===== src/rtl/jtag_ahb_master.sv =====
// AHB-Lite single-transfer master that runs JTAG debug commands (set address, write, read).
// Every bus and response output is registered, and only one transfer is ever outstanding.
module jtag_ahb_master #(
    parameter int ADDR_WIDTH = 32,
    parameter int DATA_WIDTH = 32,
    parameter bit AUTO_INC   = 1'b1
) (
    input  logic                  HCLK,
    input  logic                  HRESET,
    input  logic                  cmd_valid,
    output logic                  cmd_ready,
    input  logic [1:0]            cmd_op,
    input  logic [DATA_WIDTH-1:0] cmd_data,
    output logic                  rsp_valid,
    output logic [DATA_WIDTH-1:0] rsp_data,
    output logic                  rsp_err,
    output logic [ADDR_WIDTH-1:0] HADDR,
    output logic [1:0]            HTRANS,
    output logic                  HWRITE,
    output logic [2:0]            HSIZE,
    output logic [2:0]            HBURST,
    output logic [DATA_WIDTH-1:0] HWDATA,
    input  logic [DATA_WIDTH-1:0] HRDATA,
    input  logic                  HREADY,
    input  logic                  HRESP
);

    typedef enum logic [1:0] {IDLE, ADDR, DATA, RESP} state_t;

    state_t                  state_q;
    logic [ADDR_WIDTH-1:0]   addr_q;
    logic [DATA_WIDTH-1:0]   wdata_q;
    logic [ADDR_WIDTH-1:0]   haddr_q;
    logic [1:0]              htrans_q;
    logic                    hwrite_q;
    logic [DATA_WIDTH-1:0]   hwdata_q;
    logic                    rsp_valid_q;
    logic [DATA_WIDTH-1:0]   rsp_data_q;
    logic                    rsp_err_q;
    logic [ADDR_WIDTH-1:0]   addr_inc_d;

    // Wraps modulo 2^ADDR_WIDTH by construction.
    assign addr_inc_d = addr_q + ADDR_WIDTH'(DATA_WIDTH / 8);

    always_ff @(posedge HCLK) begin
        if (HRESET) begin
            state_q     <= IDLE;
            addr_q      <= '0;
            wdata_q     <= '0;
            haddr_q     <= '0;
            htrans_q    <= 2'b00;
            hwrite_q    <= 1'b0;
            hwdata_q    <= '0;
            rsp_valid_q <= 1'b0;
            rsp_data_q  <= '0;
            rsp_err_q   <= 1'b0;
        end else begin
            rsp_valid_q <= 1'b0;
            case (state_q)
                IDLE: if (cmd_valid) begin
                    case (cmd_op)
                        2'b00: begin
                            addr_q      <= ADDR_WIDTH'(cmd_data);
                            rsp_valid_q <= 1'b1;
                            rsp_data_q  <= cmd_data;
                            rsp_err_q   <= 1'b0;
                            state_q     <= RESP;
                        end
                        2'b11: begin
                            rsp_valid_q <= 1'b1;
                            rsp_data_q  <= '0;
                            rsp_err_q   <= 1'b1;
                            state_q     <= RESP;
                        end
                        default: begin
                            wdata_q  <= cmd_data;
                            haddr_q  <= {addr_q[ADDR_WIDTH-1:2], 2'b00};
                            htrans_q <= 2'b10;
                            hwrite_q <= (cmd_op == 2'b01);
                            state_q  <= ADDR;
                        end
                    endcase
                end
                ADDR: if (HREADY) begin
                    htrans_q <= 2'b00;
                    hwdata_q <= hwrite_q ? wdata_q : '0;
                    state_q  <= DATA;
                end
                DATA: if (HREADY) begin
                    rsp_valid_q <= 1'b1;
                    rsp_err_q   <= HRESP;
                    rsp_data_q  <= hwrite_q ? '0 : HRDATA;
                    if (AUTO_INC && !HRESP)
                        addr_q <= addr_inc_d;
                    state_q <= RESP;
                end
                default: begin
                    rsp_data_q <= '0;
                    rsp_err_q  <= 1'b0;
                    state_q    <= IDLE;
                end
            endcase
        end
    end

    assign cmd_ready = (state_q == IDLE) && !HRESET;
    assign rsp_valid = rsp_valid_q;
    assign rsp_data  = rsp_data_q;
    assign rsp_err   = rsp_err_q;
    assign HADDR     = haddr_q;
    assign HTRANS    = htrans_q;
    assign HWRITE    = hwrite_q;
    assign HSIZE     = 3'b010;
    assign HBURST    = 3'b000;
    assign HWDATA    = hwdata_q;

endmodule


===== config.mk =====
export PLATFORM = sky130hd
export DESIGN_NAME = jtag_ahb_master
export DESIGN_NICKNAME = d
export VERILOG_FILES = /design/src/rtl/jtag_ahb_master.sv
export SDC_FILE = /design/constraint.sdc
export NUM_CORES = 1
export LEC_CHECK = 0
export ABC_AREA = 1
export BUFFER_PORTS_ARGS = -buffer_cell sky130_fd_sc_hd__buf_4
export CORE_UTILIZATION = 35
export CTS_BUF_LIST = sky130_fd_sc_hd__clkbuf_8
export CTS_CLUSTER_SIZE = 40
export DETAILED_ROUTE_END_ITERATION = 7
export PLACE_DENSITY = 0.67
export SYNTH_ARGS = -nofsm -noshare
export SYNTH_HDL_FRONTEND = slang
export SYNTH_SLANG_ARGS = --single-unit

===== constraint.sdc =====
create_clock -name HCLK -period 3.3 [get_ports HCLK]
set_clock_uncertainty 0.15 [all_clocks]
set_input_delay 0.66 -clock HCLK [delete_from_list [all_inputs] [get_ports HCLK]]
set_output_delay 0.66 -clock HCLK [all_outputs]
set_load 0.02 [all_outputs]

==> impl_metrics.tcl <==
set metrics [dict create \
    grt_pass1_vias 6787 \
    place_area_um2 8880 \
    fin_nets 1262 \
    comb_power_share 0.406 \
    hold_class "flop to flop" \
    slew_headroom 0.198 \
    hold_violations 0 \
    numCtsBuffers 17 \
    final_cell_area_um2 9300 \
    clkPwrFrac 0.211 \
    drc_errors 0 \
    seq_power_share 0.383 \
    place.gp.congestion 0.812 \
    grt_pass1_wl_mm 35.7 \
    synth_xor_area_frac 0.00116 \
    status "complete, no violations" \
    first_pass_iters 5 \
    grt-ovfl-total 0 \
    synth_warnings 0 \
    required_ns 2.49 \
    arrival_ns 1.66 \
    fp.coreArea_um2 21100 \
    antenna_found_initial 0 \
    drive_above_1_share 0.208 \
    io_buffers 169 \
    via_per_inst 4.95 \
    hpwl_mm 15.5 \
    grt_use_total 0.206 \
    die_h_um 149 \
    cp-end-kind "primary output" \
    synth_compound_area_frac 0.207 \
    rows 53 \
    peakVddDrop_v 0.000388 \
    h-tree-depth 4 \
    clockBufferDepth 2 \
    synth.distinct_cells 36 \
    fp.dieW_um 149 \
    tns_ns 0 \
    final_max_slew_viol_count 0 \
    setup_viol 0 \
    cap_violations 0 \
    rsz0062_at_grt "false" \
    ys_seq_area_frac 0.430 \
    power.internal_w 0.00430 \
    synth_area_um2 7550 \
    path_clk_slew_ns 0.08 \
    cts_tree "done" \
    ios 179 \
    max_freq_mhz 405 \
    clock_sinks 162 \
    cts-hold-fix-buffers 0 \
    synth_fa_ha_area_frac 0.0133 \
    routed_wl_mm 22.7 \
    p_leak_nw 3.68 \
    synthCells 1056 \
    synth-seq-cells 162 \
    synth_area_leaders "dfxtp_1 (43%), nand2_1 (10%), a21oi_1 (8.4%)" \
    layout_commonest_cell "nand2_1" \
    critPathKind "flop to primary output" \
    tightest_slew_ns 1.20 \
    p_switching_w 0.00313 \
    p_sw_frac 0.421 \
    wl_per_cell_um 15.4 \
    ant_nets 0 \
    start_util 0.358 \
    num_vias 7275 \
    critPathLaunchType "flop" \
    path_max_fanout 7 \
    post-route-period-util 0.747 \
    synth-simple-area-share 0.233 \
    period_needed_ns 2.47 \
    syn_avg_cell_area_um2 7.15 \
    dieArea_um2 22200 \
    yosysTopAreaCellShare 0.430 \
    n_fill_cell 2191 \
    clock_latency_ns 0.47 \
    syn_to_final_growth_pct 23.3 \
    synth_top_cell_by_area "dfxtp_1" \
    clockRootBuffer "clkbuf_8" \
    antennaDiodeCount 0 \
    final_cell_mix "nand2_1 (203), buf_4 (179), dfxtp_1 (162)" \
    postCtsSetupRepairBufs 0 \
    powerDensity_nw_per_um2 798 \
    drt_iter0_markers 595 \
    post_cts_resized 0 \
    synth.area.mux_share 0 \
    synth_top_family_by_area "simple AND/OR/NAND/NOR gates" \
    grt_max_degree 72 \
]
cells by family after synthesis:
kind of cell	Yosys count
AND/OR/NAND/NOR	396
AO/OA/AOI/OAI	297
buffers and inverters	190
flip-flops	162
adder cells (fa/ha/maj)	8
other	2
XOR/XNOR	1
stage by stage:
stage	power (W)	setup slack, ns	utilization	hold WS [ns]	cells
after floorplan	0.00494	1.20	-	0.274	1063
after global placement	0.00583	0.837	0.421	0.283	1439
after detailed placement	0.00588	0.803	0.421	0.287	1439
after CTS	0.00746	0.815	0.441	0.300	1471
after global routing	0.00794	0.710	0.441	0.313	1471
final	0.00743	0.833	0.441	0.298	1471
metal layers:
metal	global-route usage	routed length [um]	vias to the layer above
met1	0.278	10800	3323
li1	-	-	3711
met5	0	0	-
met4	0.0750	526	0
met3	0.0382	1150	36
met2	0.326	10200	205
synthesized netlist by cell type (all sizes together):
cell    number
and2         1
a31oi       36
clkbuf      39
a21oi      129
nor3         3
or2          4
o21bai       1
nand4        1
o22ai        1
nand2      212
conb         2
o211ai       2
dfxtp      162
nor2        82
o21ai      124
a22o         1
nand3       93
ha           8
a211oi       1
buf         42
xnor2        1
o31ai        2
inv        109
power by group through the flow:
stage	clock, W	combinational [W]	sequential, W
6_report	0.00157	0.00301	0.00285
5_1_grt	0.00168	0.00333	0.00292
4_1_cts	0.00161	0.00301	0.00284
3_5_place_dp	0	0.00300	0.00288
3_3_place_gp	0	0.00295	0.00289
2_1_floorplan	0	0.00183	0.00311
worst paths after layout:
check,slack [ns],start,cells past startpoint,to
max reg2reg,0.97,state_q[0],10,addr_q[5]
min reg2reg,0.30,HADDR[28],2,HADDR[28]
max,0.83,state_q[0],5,cmd_ready
min,0.30,HADDR[28],2,HADDR[28]
cell type report:
| type | count | area (um2) | area share |
|---|---|---|---|
| well taps | 275 | 344 | 0.0370 |
| multi-input cells | 711 | 3480 | 0.374 |
| clock buffers | 19 | 262 | 0.0281 |
| inverters | 109 | 409 | 0.0440 |
| repair buffers | 182 | 1400 | 0.151 |
| flip-flops and latches | 162 | 3240 | 0.349 |
| clock inverters | 13 | 160 | 0.0172 |
worst max-delay path, cell delays in order, from the launching register on:
cell and delay (ns):
dfxtp_1 0.34, inv_1 0.10, ha_1 0.34, inv_1 0.12
nor2_1 0.13, buf_4 0.16
registers in the layout, indices dropped and copies added (netlist names):
name and count:
HWDATA 32, rsp_err 1, addr_q 30, rsp_data 32, HWRITE 1, rsp_valid 1
HADDR 30, state_q 2, wdata_q 32, HTRANS 1
Power figures use the tool's default switching activity.
